$ cat src/rtl/fft_result_reader.sv
// fft_result_reader
// Unloads the 1024 result bins of a finished FFT from the result RAM and
// streams them in natural order (k = 0..1023) over a valid/ready interface.
//
// Parameters
//   DATA_W : width of one packed {re,im} bin word
//   RD_LAT : result-RAM read latency in cycles (1 or 2)
//   BITREV : 1 = bin k lives at address bitrev10(k), 0 = at address k
//
// Ports
//   clk, rst_n          : clock (rising edge), synchronous active-low reset
//   start_i, bank_i     : unload request pulse and the bank holding the results
//   rd_en_o, rd_addr_o  : RAM read strobe and address
//   memsel_o            : RAM bank select (bank_i latched at start)
//   rd_data_i           : RAM read data, valid RD_LAT cycles after rd_en_o
//   m_data_o/m_index_o/m_valid_o/m_ready_i/m_last_o : output bin stream
//   busy_o, done_o      : unload in progress / one-cycle completion pulse
//
// The output stage is a small FIFO of depth RD_LAT+2 whose head entry is the
// registered m_* outputs; the remaining RD_LAT+1 entries form a backing queue.
// Reads are only issued when the data they return is guaranteed a slot.
module fft_result_reader #(
    parameter int DATA_W = 32,
    parameter int RD_LAT = 1,
    parameter int BITREV = 1
) (
    input  logic              clk,
    input  logic              rst_n,
    input  logic              start_i,
    input  logic              bank_i,
    output logic              rd_en_o,
    output logic [9:0]        rd_addr_o,
    output logic              memsel_o,
    input  logic [DATA_W-1:0] rd_data_i,
    output logic [DATA_W-1:0] m_data_o,
    output logic [9:0]        m_index_o,
    output logic              m_valid_o,
    input  logic              m_ready_i,
    output logic              m_last_o,
    output logic              busy_o,
    output logic              done_o
);

    localparam int DEPTH  = RD_LAT + 2;
    localparam int BDEPTH = RD_LAT + 1;

    typedef enum logic [1:0] {
        IDLE  = 2'd0,
        READ  = 2'd1,
        DRAIN = 2'd2,
        DONE  = 2'd3
    } state_t;

    function automatic logic [9:0] bitrev10(input logic [9:0] a);
        logic [9:0] r;
        for (int i = 0; i < 10; i++) begin
            r[i] = a[9-i];
        end
        return r;
    endfunction

    function automatic logic [1:0] ptr_inc(input logic [1:0] p);
        if (p == 2'(BDEPTH - 1)) begin
            return 2'd0;
        end else begin
            return p + 2'd1;
        end
    endfunction

    state_t              state_r, state_s;
    logic [9:0]          k_r, k_s;
    logic [9:0]          rd_idx_r, rd_idx_s;
    logic                rd_en_s, memsel_s, busy_s, done_s;
    logic [9:0]          rd_addr_s;

    // Read-return tracking: valid bit and natural index per in-flight read
    logic                pend_v_r   [RD_LAT];
    logic [9:0]          pend_idx_r [RD_LAT];

    // Backing queue behind the output head register
    logic [DATA_W-1:0]   bq_data_r [4];
    logic [9:0]          bq_idx_r  [4];
    logic [1:0]          bq_rp_r, bq_wp_r, bq_cnt_r, bq_cnt_s;
    logic                bq_push_s, bq_pop_s;

    logic                m_valid_s, m_last_s;
    logic [DATA_W-1:0]   m_data_s;
    logic [9:0]          m_index_s;

    logic                wr_s, pop_s, credit_ok_s;
    logic [9:0]          wr_idx_s;
    logic [3:0]          inflight_s, occ_s, total_s;

    assign wr_s     = pend_v_r[RD_LAT-1];
    assign wr_idx_s = pend_idx_r[RD_LAT-1];
    assign pop_s    = m_valid_o & m_ready_i;

    // Credit: everything already committed after this edge, plus one new read, must fit the FIFO
    always_comb begin
        inflight_s = {3'd0, rd_en_o};
        for (int i = 0; i < RD_LAT; i++) begin
            inflight_s = inflight_s + {3'd0, pend_v_r[i]};
        end
        occ_s       = {3'd0, m_valid_o} + {2'd0, bq_cnt_r};
        total_s     = occ_s + inflight_s - {3'd0, pop_s};
        credit_ok_s = (total_s < 4'(DEPTH));
    end

    // FIFO steering: refill the head from the backing queue first, else straight from the RAM
    always_comb begin
        bq_push_s = 1'b0;
        bq_pop_s  = 1'b0;
        m_valid_s = m_valid_o;
        m_data_s  = m_data_o;
        m_index_s = m_index_o;
        if (!m_valid_o || pop_s) begin
            if (bq_cnt_r != 2'd0) begin
                bq_pop_s  = 1'b1;
                bq_push_s = wr_s;
                m_valid_s = 1'b1;
                m_data_s  = bq_data_r[bq_rp_r];
                m_index_s = bq_idx_r[bq_rp_r];
            end else if (wr_s) begin
                m_valid_s = 1'b1;
                m_data_s  = rd_data_i;
                m_index_s = wr_idx_s;
            end else begin
                m_valid_s = 1'b0;
                m_data_s  = '0;
                m_index_s = 10'd0;
            end
        end else begin
            bq_push_s = wr_s;
        end
        m_last_s = m_valid_s & (m_index_s == 10'd1023);
        bq_cnt_s = bq_cnt_r + {1'b0, bq_push_s} - {1'b0, bq_pop_s};
    end

    // Control FSM next state and next values of the registered read-side outputs
    always_comb begin
        state_s   = state_r;
        k_s       = k_r;
        rd_idx_s  = rd_idx_r;
        rd_en_s   = 1'b0;
        rd_addr_s = 10'd0;
        memsel_s  = memsel_o;
        case (state_r)
            IDLE: begin
                if (start_i) begin
                    // Bin 0 is issued right away so the first read lands in the next cycle
                    memsel_s  = bank_i;
                    rd_en_s   = 1'b1;
                    rd_addr_s = 10'd0;
                    rd_idx_s  = 10'd0;
                    k_s       = 10'd1;
                    state_s   = READ;
                end else begin
                    state_s = IDLE;
                end
            end
            READ: begin
                if (credit_ok_s) begin
                    rd_en_s   = 1'b1;
                    rd_addr_s = (BITREV != 0) ? bitrev10(k_r) : k_r;
                    rd_idx_s  = k_r;
                    k_s       = k_r + 10'd1;
                    if (k_r == 10'd1023) begin
                        state_s = DRAIN;
                    end else begin
                        state_s = READ;
                    end
                end else begin
                    state_s = READ;
                end
            end
            DRAIN: begin
                if (pop_s && m_last_o) begin
                    state_s = DONE;
                end else begin
                    state_s = DRAIN;
                end
            end
            DONE: begin
                state_s = IDLE;
            end
            default: begin
                state_s = IDLE;
            end
        endcase
        busy_s = (state_s != IDLE);
        done_s = (state_s == DONE);
    end

    // State, counters, read pipeline, FIFO and all outputs
    always_ff @(posedge clk) begin
        if (!rst_n) begin
            state_r   <= IDLE;
            k_r       <= 10'd0;
            rd_idx_r  <= 10'd0;
            rd_en_o   <= 1'b0;
            rd_addr_o <= 10'd0;
            memsel_o  <= 1'b0;
            busy_o    <= 1'b0;
            done_o    <= 1'b0;
            for (int i = 0; i < RD_LAT; i++) begin
                pend_v_r[i]   <= 1'b0;
                pend_idx_r[i] <= 10'd0;
            end
            for (int i = 0; i < 4; i++) begin
                bq_data_r[i] <= '0;
                bq_idx_r[i]  <= 10'd0;
            end
            bq_rp_r   <= 2'd0;
            bq_wp_r   <= 2'd0;
            bq_cnt_r  <= 2'd0;
            m_valid_o <= 1'b0;
            m_data_o  <= '0;
            m_index_o <= 10'd0;
            m_last_o  <= 1'b0;
        end else begin
            state_r   <= state_s;
            k_r       <= k_s;
            rd_idx_r  <= rd_idx_s;
            rd_en_o   <= rd_en_s;
            rd_addr_o <= rd_addr_s;
            memsel_o  <= memsel_s;
            busy_o    <= busy_s;
            done_o    <= done_s;
            pend_v_r[0]   <= rd_en_o;
            pend_idx_r[0] <= rd_idx_r;
            for (int i = 1; i < RD_LAT; i++) begin
                pend_v_r[i]   <= pend_v_r[i-1];
                pend_idx_r[i] <= pend_idx_r[i-1];
            end
            if (bq_push_s) begin
                bq_data_r[bq_wp_r] <= rd_data_i;
                bq_idx_r[bq_wp_r]  <= wr_idx_s;
                bq_wp_r            <= ptr_inc(bq_wp_r);
            end
            if (bq_pop_s) begin
                bq_rp_r <= ptr_inc(bq_rp_r);
            end
            bq_cnt_r  <= bq_cnt_s;
            m_valid_o <= m_valid_s;
            m_data_o  <= m_data_s;
            m_index_o <= m_index_s;
            m_last_o  <= m_last_s;
        end
    end

endmodule

$ cat config.mk
export PLATFORM = sky130hd
export DESIGN_NAME = fft_result_reader
export DESIGN_NICKNAME = d
export VERILOG_FILES = /design/src/rtl/fft_result_reader.sv
export SDC_FILE = /design/constraint.sdc
export NUM_CORES = 1
export LEC_CHECK = 0
export ABC_AREA = 1
export CAP_MARGIN = 20
export CORE_AREA = 2 2 136 191
export CTS_CLUSTER_DIAMETER = 30
export DETAILED_ROUTE_END_ITERATION = 8
export DIE_AREA = 0 0 138 193
export SKIP_CTS_REPAIR_TIMING = 1
export SYNTH_ARGS = -nofsm -noshare
export SYNTH_HDL_FRONTEND = slang
export SYNTH_SLANG_ARGS = --single-unit
$ cat constraint.sdc
create_clock -name clk -period 7.1 [get_ports clk]
set_input_delay 1.42 -clock clk [delete_from_list [all_inputs] [get_ports clk]]
set_output_delay 1.42 -clock clk [all_outputs]
set_load 0.05 [all_outputs]
==> results of run 1 <==
## through the flow
step	util [%]	total power [mW]	std cells	hold slack, ps	setup slack, ps
final	55.5	5.00	1656	418	2560
after global routing	55.5	5.21	1656	439	2230
after CTS	55.3	5.04	1654	417	2390
after detailed placement	49.4	2.94	1574	414	1860
after global placement	49.4	2.92	1574	410	1930
after floorplan	-	2.60	1216	400	1680
## logic make-up after synthesis
| group | count (synthesis) | synth area share, % |
|---|---|---|
| DFF | 267 | 62.4 |
| AOI/OAI and AO/OA | 201 | 9.43 |
| and+or+nand+nor | 544 | 19.5 |
| other | 2 | 0.0667 |
| xor gates and xnor gates | 4 | 0.311 |
| adders and majority gates | 9 | 1.13 |
| buffers and inverters | 189 | 7.08 |
## final cells by class
type	instances	area (sq um)	share of cell area, %
clock buffer	56	1210	8.70
tap	319	399	2.87
clock inverter	24	264	1.90
timing repair buffer	108	1070	7.71
multi-input combinational	760	3460	24.9
inverter	122	458	3.30
sequential	267	7030	50.6
## tightest hold or removal path, cell delays in order (launching register included)
cell	delay (ps)
dfxtp_1	300
nand2_1	50
inv_1	40
## power by group
group,internal [mW],switching (mW),leakage [nW],total [mW]
Combinational,0.314,0.759,2.25,1.07
Clock,1.36,0.743,0.714,2.10
Sequential,1.77,0.0611,2.55,1.83
## flip-flops by register name, indices dropped and copies added (netlist names), named ones only
register,cells
bq_data_r,128
bq_rp_r,2
pend_idx_r,10
m_valid_o,1
m_data_o,32
rd_addr_o,10
bq_cnt_r,2
pend_v_r,1
busy_o,1
m_last_o,1
memsel_o,1
done_o,1
m_index_o,10
rd_idx_r,10
bq_idx_r,40
rd_en_o,1
state_r,2
k_r,10
bq_wp_r,2
## routing by layer
| metal | wire length (um) | up-vias | track usage [%] | part of all wire (%) |
|---|---|---|---|---|
| met5 | 0 | - | 0 | 0 |
| met4 | 860 | 0 | 8.20 | 3.1 |
| met3 | 1230 | 60 | 3.38 | 4.4 |
| met2 | 14500 | 205 | 39.2 | 52 |
| met1 | 11200 | 4106 | 23.2 | 40 |
| li1 | - | 4175 | - | - |
## synth_stat cells
cell type,instances
inv_1,119
edfxtp_1,168
buf_1,2
a31oi_1,12
fa_1,2
nor2_1,284
nand4_1,4
buf_6,8
nand3b_1,2
a21oi_1,46
clkinv_1,2
o21ai_0,111
nand3_2,1
nor2_4,2
nand2_1,182
nand2_2,2
nor4_1,1
buf_2,22
nor2_2,6
o22ai_1,32
nand2_4,3
conb_1,2
clkbuf_1,35
xor2_1,4
ha_1,7
and2_1,1
inv_2,1
nor3_1,4
nand3_1,52
dfxtp_1,99
## how the worst min path moves through the flow
stage                              from                     endpoint  slack (ps)
2_1_floorplan  rd_idx_r[0]$_SDFFE_PN0P_  pend_idx_r[0][0]$_SDFF_PN0_         400
3_3_place_gp    bq_rp_r[1]$_SDFFE_PN0P_                     register         410
3_5_place_dp    bq_rp_r[1]$_SDFFE_PN0P_                     register         410
4_1_cts        rd_idx_r[3]$_SDFFE_PN0P_  pend_idx_r[0][3]$_SDFF_PN0_         420
5_1_grt        rd_idx_r[7]$_SDFFE_PN0P_  pend_idx_r[0][7]$_SDFF_PN0_         440
6_report       rd_idx_r[3]$_SDFFE_PN0P_  pend_idx_r[0][3]$_SDFF_PN0_         420
==> load_flow_metrics.sql, run 1 <==
INSERT INTO impl_metrics (metric_group, metric, value, unit) VALUES
('power_and_ir_drop', 'power.density', '360', 'mW/mm^2'),
('drt', 'routed_wire_length_per_instance', '16.8', 'um'),
('clock_network', 'clk_sinks', '267', ''),
('layout', 'final_net_count', '1349', ''),
('layout', 'post-route-cell-area', '0.0139', 'sq mm'),
('drt', 'routed_wl', '27.8', 'mm'),
('worst_setup_path', 'timing_worst_setup_path_type', 'in -> reg', ''),
('drt', 'drc', '0', ''),
('layout', 'mostFrequentLayoutCells', '284 x nor2_1, 179 x nand2_1, 168 x edfxtp_1, 118 x inv_1, 110 x o21ai_0', ''),
('run_status', 'outcome', 'finished clean', ''),
('worst_setup_path', 'end_kind', 'register', ''),
('die', 'dieHeight', '193', 'um'),
('timing', 'layout_min_cycle_time', '4540', 'ps'),
('global_route', 'track_usage', '20.7', '%'),
('synth', 'synth_largest_area_cell', 'edfxtp_1', ''),
('synth', 'yosysUniqueCellTypes', '30', ''),
('synth', 'netlist.area_leader.share', '44.8', '%'),
('layout', 'ant_diodes', '0', ''),
('clock_network', 'tritoncts_clock_tree', 'built', ''),
('drt', 'route.vias.total', '8546', ''),
('worst_setup_path', 'worstRegToRegCells', '13', ''),
('synth', 'mappedNetlistArea', '0.0113', 'sq mm'),
('die', 'chipWidth', '138', 'um'),
('worst_setup_path', 'r2r_setup_slack', '3450', 'ps'),
('timing', 'final_critical_path_share_of_the_clock_period', '63.9', '%'),
('layout', 'syn2layout_area_growth', '23.4', '%'),
('timing', 'worst_slew_margin_rel', '28.3', '%'),
('power_and_ir_drop', 'cellLeakagePower', '5.51', 'nW'),
('drt', 'drt.antenna.violating_nets', '0', ''),
('worst_setup_path', 'worst-endpoint-arrival', '4940', 'ps'),
('timing', 'maxClockFrequency', '220', 'MHz'),
('die', 'floorplan.initialDensity', '44.9', '%'),
('worst_setup_path', 'critPathBufInv', '5', ''),
('clock_network', 'ctsLongestPathBuffers', '3', ''),
('worst_setup_path', 'kind_of_cell_adding_the_most_delay_to_the_critical_path', 'simple AND/OR/NAND/NOR gates', ''),
('layout', 'drive_gt1_share', '8.00', '%'),
('worst_setup_path', 'worst_r2r_endpoint', 'k_r[0]$_SDFFE_PN0P_', ''),
('timing', 'setup_tns', '0', 'ps'),
('worst_setup_path', 'crit_chain', 'clkdlybuf4s50_1 -> inv_1 -> nand2_2 -> fa_1 -> inv_1 -> ha_1 -> inv_1 -> fa_1 -> o21ai_0 -> nor2_1 -> nand3_2 -> nand2_1 -> inv_1 -> nor2_1 -> nor2_1', ''),
('worst_setup_path', 'critPathMostFrequentCell', 'inv_1', ''),
('worst_setup_path', 'logic_depth_of_the_worst_path_buffers_included', '15', ''),
('timing', 'timing_worst_slew_pin_value', '1070', 'ps'),
('synth', 'yosysWarningCount', '0', ''),
('synth', 'synth.ff_latch_count', '267', ''),
('timing', 'final-hold-violation-count', '0', ''),
('global_route', 'overflow', '0', ''),
('worst_setup_path', 'cpMaxStageDelayCell', 'nand2_1', ''),
('die', 'dieArea', '0.0266', 'sq mm'),
('clock_network', 'worst_setup_hold_path_clk_slew', '50', 'ps'),
('layout', 'fill_cells', '2317', ''),
('timing', 'final-max-slew-violation-count', '0', ''),
('synth', 'postSynthAreaPerCell', '9.25', 'sq um'),
('run', 'max_cap_viol_count', '0', ''),
('placement', 'dp_hpwl', '16.2', 'mm'),
('placement', 'place_area', '0.0124', 'sq mm'),
('timing', 'finalClockSkew', '12.9', 'ps'),
('worst_setup_path', 'critical_path_peak_fanout', '20', ''),
('worst_setup_path', 'cp_slowest_stage_delay', '580', 'ps'),
('global_route', 'grt_start_max_net_pins', '86', ''),
('die', 'core', '0.0250', 'sq mm'),
('worst_setup_path', 'worstSetupStartpoint', 'm_ready_i', ''),
('worst_setup_path', 'start_kind', 'input port', ''),
('synth', 'synth.yosys.seq_area_share', '62.4', '%'),
('global_route', 'first_pass_grt_wire_length', '43.8', 'mm'),
('die', 'pin_count', '95', ''),
('clock_network', 'worst_skew_pair.late_latency', '520', 'ps'),
('timing', 'final_count_of_negative_setup_slack_endpoints', '0', ''),
('drt', 'dr_pass1_iterations', '5', ''),
('layout', 'most_common_library_cell_in_the_layout_ignoring_fill_and_taps', 'nor2_1', ''),
('worst_setup_path', 'critPathCapture', 'k_r[0]$_SDFFE_PN0P_', ''),
('drt', 'vias_per_cell', '5.16', '');
Note: power is estimated with default switching activity, not from simulation.
==> run 2: changes to the inputs <==
Settings changed: PLACE_DENSITY set to 0.67.
Clock period 7.1 ns to 4.15 ns, I/O delays scaled along.
==> load_flow_metrics.sql, run 2 (synthesis results as in run 1) <==
INSERT INTO impl_metrics (metric_group, metric, value, unit) VALUES
('run_status', 'outcome', 'finished clean', ''),
('worst_setup_path', 'end_kind', 'register', ''),
('worst_setup_path', 'cpMaxStageDelayCell', 'clkdlybuf4s50_1', ''),
('layout', 'post-route-cell-area', '0.0138', 'sq mm'),
('drt', 'vias_per_cell', '5.22', ''),
('worst_setup_path', 'r2r_setup_slack', '890', 'ps'),
('drt', 'drt.antenna.violating_nets', '0', ''),
('die', 'dieArea', '0.0266', 'sq mm'),
('timing', 'final-hold-violation-count', '0', ''),
('global_route', 'via_count_of_the_first_global_routing_pass', '8865', ''),
('drt', 'dr_pass1_iterations', '5', ''),
('timing', 'grt_setup_unrepaired', 'no', ''),
('power_and_ir_drop', 'p_total', '8.11', 'mW'),
('timing', 'final_critical_path_share_of_the_clock_period', '84.9', '%'),
('clock_network', 'clk_sinks', '267', ''),
('global_route', 'antenna_found_initial', '0', ''),
('global_route', 'overflow', '0', ''),
('worst_setup_path', 'reg_to_reg_critical_path_startpoint', 'pend_v_r[0]$_DFF_P_', ''),
('power_and_ir_drop', 'vdd.ir_drop.worst', '0.000348', 'V'),
('run', 'max_cap_viol_count', '0', ''),
('min_path', 'worstHoldPathType', 'reg -> reg', ''),
('layout', 'fill_cells', '2257', ''),
('global_route', 'track_usage', '20.8', '%'),
('layout', 'drive_gt1_share', '8.16', '%'),
('clock_network', 'htreeDepth', '2', ''),
('min_path', 'worstHoldStart', 'bq_rp_r[1]$_SDFFE_PN0P_', ''),
('die', 'floorplan.initialDensity', '44.9', '%'),
('timing', 'layout_setup_ws', '625', 'ps'),
('global_route', 'first_pass_grt_wire_length', '44.3', 'mm'),
('placement', 'dp_hpwl', '16.2', 'mm'),
('die', 'chipWidth', '138', 'um'),
('worst_setup_path', 'critPathMostFrequentCell', 'inv_1', ''),
('die', 'pin_count', '95', ''),
('layout', 'most_common_library_cell_in_the_layout_ignoring_fill_and_taps', 'nor2_1', ''),
('layout', 'post_layout_nonfiller_instances', '1654', ''),
('timing', 'layout_min_cycle_time', '3530', 'ps'),
('timing', 'finalClockSkew', '18.6', 'ps'),
('worst_setup_path', 'timing_worst_setup_path_type', 'in -> reg', ''),
('die', 'fp-row-count', '69', ''),
('drt', 'drc', '0', ''),
('placement', 'place_area', '0.0125', 'sq mm'),
('clock_network', 'ctsLongestPathBuffers', '3', ''),
('die', 'core', '0.0250', 'sq mm'),
('timing', 'setup_tns', '0', 'ps'),
('layout', 'largest-register', 'bq_data_r', ''),
('layout', 'syn2layout_area_growth', '22.2', '%'),
('timing', 'timing_worst_slew_pin_value', '995', 'ps'),
('layout', 'number_of_flip_flops_in_the_largest_register', '128', ''),
('clock_network', 'worst_setup_hold_path_clk_slew', '50', 'ps'),
('drt', 'initialDrtViolationCount', '431', ''),
('clock_network', 'cts_root_buffer', 'clkbuf_16', ''),
('worst_setup_path', 'critical_path_peak_fanout', '16', ''),
('power_and_ir_drop', 'power.density', '589', 'mW/mm^2'),
('worst_setup_path', 'worst-endpoint-arrival', '3960', 'ps'),
('worst_setup_path', 'worstSetupStartpoint', 'm_ready_i', ''),
('drt', 'routed_wl', '27.4', 'mm'),
('timing', 'maxClockFrequency', '284', 'MHz'),
('placement', 'port_buffers', '94', ''),
('placement', 'dp.cells', '1584', ''),
('clock_network', 'worst_skew_pair.late_latency', '520', 'ps'),
('drt', 'route.vias.total', '8634', ''),
('clock_network', 'cts_buffers', '38', ''),
('layout', 'ff_latch_area', '0.00703', 'sq mm'),
('die', 'dieHeight', '193', 'um'),
('worst_setup_path', 'cp_slowest_stage_delay', '550', 'ps'),
('worst_setup_path', 'start_kind', 'input port', ''),
('worst_setup_path', 'crit_chain', 'clkdlybuf4s50_1 -> inv_1 -> nand2_2 -> fa_1 -> inv_1 -> ha_1 -> inv_1 -> fa_1 -> o21ai_0 -> nor2_1 -> nand3_2 -> nand2_1 -> buf_12 -> nand2_1 -> a21oi_1', ''),
('placement', 'routabilityCongestion', '0.883', ''),
('timing', 'worst_slew_margin_rel', '33.6', '%'),
('layout', 'multiInputGateArea', '0.00346', 'sq mm'),
('global_route', 'grt_start_max_net_pins', '86', ''),
('layout', 'mostFrequentLayoutCells', '284 x nor2_1, 179 x nand2_1, 168 x edfxtp_1, 117 x inv_1, 110 x o21ai_0', ''),
('power_and_ir_drop', 'cellLeakagePower', '5.46', 'nW'),
('timing', 'final-max-slew-violation-count', '0', ''),
('drt', 'routed_wire_length_per_instance', '16.6', 'um'),
('layout', 'ant_diodes', '0', ''),
('layout', 'final_net_count', '1351', ''),
('clock_network', 'tritoncts_clock_tree', 'built', ''),
('timing', 'final_count_of_negative_setup_slack_endpoints', '0', ''),
('worst_setup_path', 'required', '4590', 'ps'),
('placement', 'worst_setup_slack_after_placement', '87.3', 'ps'),
('layout', 'layout_top_registers', 'bq_data_r: 128 flops, bq_idx_r: 40 flops, m_data_o: 32 flops', '');
run 2: changes by cell type in the layout (fill, tap and decap cells not counted), sizes merged:
cell	before	now
clkbuf	56	43
buf	14	22
clkinvlp	4	3
clkinv	10	15
bufinv	4	1
inv	128	130
run 2: per-stage QoR:
stage	utilization [%]	hold slack [ps]
3_3_place_gp	49.9	406
2_1_floorplan	-	400
3_5_place_dp	49.9	418
6_report	54.9	421
5_1_grt	54.9	451
4_1_cts	54.9	430
run 2: worst max-delay path: cells and delay by family:
family / cells / cell delay, ps
AND/OR/NAND/NOR: 5 / 870
buffers and inverters: 5 / 960
adder cells (fa/ha/maj): 3 / 1110
AO/OA/AOI/OAI: 2 / 190
run 2: final timing paths:
check	to	depth (start not counted)
setup / recovery	k_r[5]$_SDFFE_PN0P_	15
hold / removal	register	2
setup reg to reg	k_r[5]$_SDFFE_PN0P_	13
hold reg to reg	register	2
run 2: area by class of cell:
type / count / share of cell area, %
inverters: 122 / 3.33
well taps: 319 / 2.90
repair buffers: 116 / 8.40
flip-flops and latches: 267 / 51.1
multi-input cells: 760 / 25.1
clock inverters: 27 / 1.62
clock buffers: 43 / 7.51
run 2: power by group:
| part | internal, mW | switching (mW) | total [mW] |
|---|---|---|---|
| combinational | 0.550 | 1.30 | 1.85 |
| sequential | 3.02 | 0.106 | 3.13 |
| clock | 1.90 | 1.24 | 3.13 |
| total | 5.47 | 2.64 | 8.11 |
run 2: per-layer routing:
layer / up-vias / part of all wire [%] / global-route usage, % / routed length (um)
met2: 258 / 51 / 39.1 / 14100
met3: 63 / 6.6 / 4.37 / 1800
li1: 4175 / - / - / -
met1: 4138 / 39 / 23.0 / 10700
met4: 0 / 2.9 / 8.08 / 804
met5: - / 0 / 0 / 0
==> run 3: changes to the inputs <==
Clock period 4.15 ns to 3.19 ns, I/O delays scaled along.
==> load_flow_metrics.sql, run 3 (synthesis results as in run 1) <==
INSERT INTO impl_metrics (metric_group, metric, value, unit) VALUES
('run_status', 'outcome', 'finished clean', ''),
('clock_network', 'clk_sinks', '267', ''),
('worst_setup_path', 'timing_worst_setup_path_type', 'in -> reg', ''),
('global_route', 'overflow', '0', ''),
('layout', 'most_common_library_cell_in_the_layout_ignoring_fill_and_taps', 'nor2_1', ''),
('timing', 'final-max-slew-violation-count', '0', ''),
('drt', 'drt.antenna.violating_nets', '0', ''),
('layout', 'post-route-util', '56.1', '%'),
('worst_setup_path', 'cpMaxStageDelayCell', 'clkdlybuf4s50_1', ''),
('clock_network', 'tritoncts_clock_tree', 'built', ''),
('timing', 'maxClockFrequency', '341', 'MHz'),
('worst_setup_path', 'end_kind', 'register', ''),
('clock_network', 'cts_buffers', '42', ''),
('drt', 'vias_per_cell', '5.18', ''),
('global_route', 'grt_start_max_net_pins', '58', ''),
('die', 'fp-row-count', '69', ''),
('die', 'pin_count', '95', ''),
('timing', 'layout_min_cycle_time', '2940', 'ps'),
('worst_setup_path', 'critical_path_peak_fanout', '10', ''),
('timing', 'timing_worst_slew_pin_value', '617', 'ps'),
('layout', 'post_layout_nonfiller_instances', '1673', ''),
('placement', 'dp.cells', '1596', ''),
('layout', 'syn2layout_area_growth', '24.7', '%'),
('run', 'max_cap_viol_count', '0', ''),
('drt', 'met2_length', '14.1', 'mm'),
('power_and_ir_drop', 'vdd.ir_drop.worst', '0.000546', 'V'),
('timing', 'final_count_of_negative_setup_slack_endpoints', '0', ''),
('timing', 'layout_setup_ws', '254', 'ps'),
('layout', 'largest-register', 'bq_data_r', ''),
('drt', 'wirelength_met1', '11.0', 'mm'),
('worst_setup_path', 'required', '3620', 'ps'),
('placement', 'worst_setup_slack_after_placement', '-256', 'ps'),
('worst_setup_path', 'reg_to_reg_critical_path_startpoint', 'pend_v_r[0]$_DFF_P_', ''),
('worst_setup_path', 'worst-endpoint-arrival', '3370', 'ps'),
('power_and_ir_drop', 'power.density', '781', 'mW/mm^2'),
('min_path', 'worstHoldPathType', 'reg -> reg', ''),
('power_and_ir_drop', 'cellLeakagePower', '5.59', 'nW'),
('placement', 'routabilityCongestion', '0.867', ''),
('power_and_ir_drop', 'p_total', '11.0', 'mW'),
('drt', 'routed-wl-met3', '1.78', 'mm'),
('die', 'dieArea', '0.0266', 'sq mm'),
('min_path', 'worstHoldStart', 'bq_rp_r[1]$_SDFFE_PN0P_', ''),
('layout', 'ant_diodes', '0', ''),
('drt', 'drc', '0', ''),
('worst_setup_path', 'cp_slowest_stage_delay', '490', 'ps'),
('layout', 'drive_gt1_share', '9.68', '%'),
('global_route', 'via_count_of_the_first_global_routing_pass', '8623', ''),
('drt', 'route.vias.total', '8673', ''),
('drt', 'initialDrtViolationCount', '699', ''),
('worst_setup_path', 'crit_chain', 'clkdlybuf4s50_1 -> inv_1 -> nand2_2 -> fa_1 -> inv_1 -> ha_1 -> inv_1 -> fa_1 -> o21ai_0 -> nor2_1 -> nand3_2 -> nand2_1 -> buf_4 -> nand2_1 -> a21oi_1', ''),
('timing', 'final-hold-violation-count', '0', ''),
('placement', 'port_buffers', '94', ''),
('worst_setup_path', 'critPathBufInv', '5', ''),
('global_route', 'antenna_found_initial', '0', ''),
('layout', 'fill_cells', '2217', ''),
('layout', 'mostFrequentLayoutCells', '284 x nor2_1, 179 x nand2_1, 168 x edfxtp_1, 118 x inv_1, 110 x o21ai_0', ''),
('worst_setup_path', 'worstSetupStartpoint', 'm_ready_i', ''),
('drt', 'routed_wl', '27.7', 'mm'),
('die', 'core', '0.0250', 'sq mm'),
('die', 'dieHeight', '193', 'um'),
('worst_setup_path', 'critPathMostFrequentCell', 'inv_1', ''),
('global_route', 'track_usage', '20.9', '%'),
('die', 'chipWidth', '138', 'um'),
('timing', 'final_critical_path_share_of_the_clock_period', '92.0', '%'),
('clock_network', 'worst_setup_hold_path_clk_slew', '50', 'ps'),
('global_route', 'first_pass_grt_wire_length', '44.3', 'mm'),
('clock_network', 'worst_skew_pair.late_latency', '520', 'ps'),
('clock_network', 'htreeDepth', '2', ''),
('timing', 'worst_slew_margin_rel', '58.9', '%'),
('clock_network', 'ctsLongestPathBuffers', '3', ''),
('drt', 'dr.max_layer_used', 'met4', ''),
('layout', 'layout_top_registers', 'bq_data_r: 128 flops, bq_idx_r: 40 flops, m_data_o: 32 flops', ''),
('drt', 'routed_wire_length_per_instance', '16.5', 'um'),
('drt', 'dr_pass1_iterations', '5', ''),
('timing', 'grt_setup_unrepaired', 'no', ''),
('die', 'floorplan.initialDensity', '44.9', '%'),
('worst_setup_path', 'start_kind', 'input port', ''),
('timing', 'finalClockSkew', '14.3', 'ps'),
('layout', 'final_net_count', '1367', ''),
('worst_setup_path', 'kind_of_cell_adding_the_most_delay_to_the_critical_path', 'adder cells', ''),
('layout', 'number_of_flip_flops_in_the_largest_register', '128', ''),
('clock_network', 'cts_root_buffer', 'clkbuf_16', ''),
('placement', 'dp_hpwl', '16.2', 'mm');
-- run 3: cell count changes in the layout (fill, tap and decap cells not counted), sizes merged --
cell | before | now
buf | 22 | 34
clkbuf | 43 | 52
clkinv | 15 | 11
clkinvlp | 3 | 7
bufinv | 1 | 0
inv | 130 | 129
-- run 3: final cells by class --
| type | count | area (sq um) | share of cell area [%] |
|---|---|---|---|
| flip-flops and latches | 267 | 7030 | 50.1 |
| well taps | 319 | 399 | 2.84 |
| clock buffers | 52 | 1200 | 8.58 |
| clock inverters | 25 | 214 | 1.52 |
| repair buffers | 128 | 1270 | 9.06 |
| inverters | 122 | 458 | 3.26 |
| multi-input cells | 760 | 3460 | 24.6 |
-- run 3: worst paths after layout --
path	endpoint	cells past startpoint	slack, ps
setup / recovery	k_r[5]$_SDFFE_PN0P_	15	250
hold / removal	register	2	420
setup reg to reg	k_r[5]$_SDFFE_PN0P_	13	480
hold reg to reg	register	2	420
-- run 3: power by group --
group / total, mW / switching, mW / leakage [nW] / internal, mW
registers: 4.09 / 0.158 / 2.55 / 3.93
logic: 2.45 / 1.68 / 2.36 / 0.768
clock network: 4.42 / 1.68 / 0.677 / 2.74
total: 11.0 / 3.52 / 5.59 / 7.44
-- run 3: per-stage QoR --
step / instance area, sq um / hold slack, ps / setup TNS [ps]
global route: 14000 / 448 / 0
CTS: 14000 / 424 / 0
global placement: 12600 / 403 / -3880
floorplan: 11300 / 400 / 0
finish: 14000 / 417 / 0
detailed placement: 12600 / 408 / -5980
-- run 3: routing by layer --
metal / vias up / global-route usage [%]
met5: - / 0
li1: 4221 / -
met2: 283 / 38.4
met3: 61 / 4.22
met1: 4108 / 24.2
met4: 0 / 7.73
-- run 3: tightest hold or removal path: cells and delay by family (launching register included) --
family	cells	cell delay [ps]
buffers and inverters	1	40
and+or+nand+nor	1	40
DFF	1	290
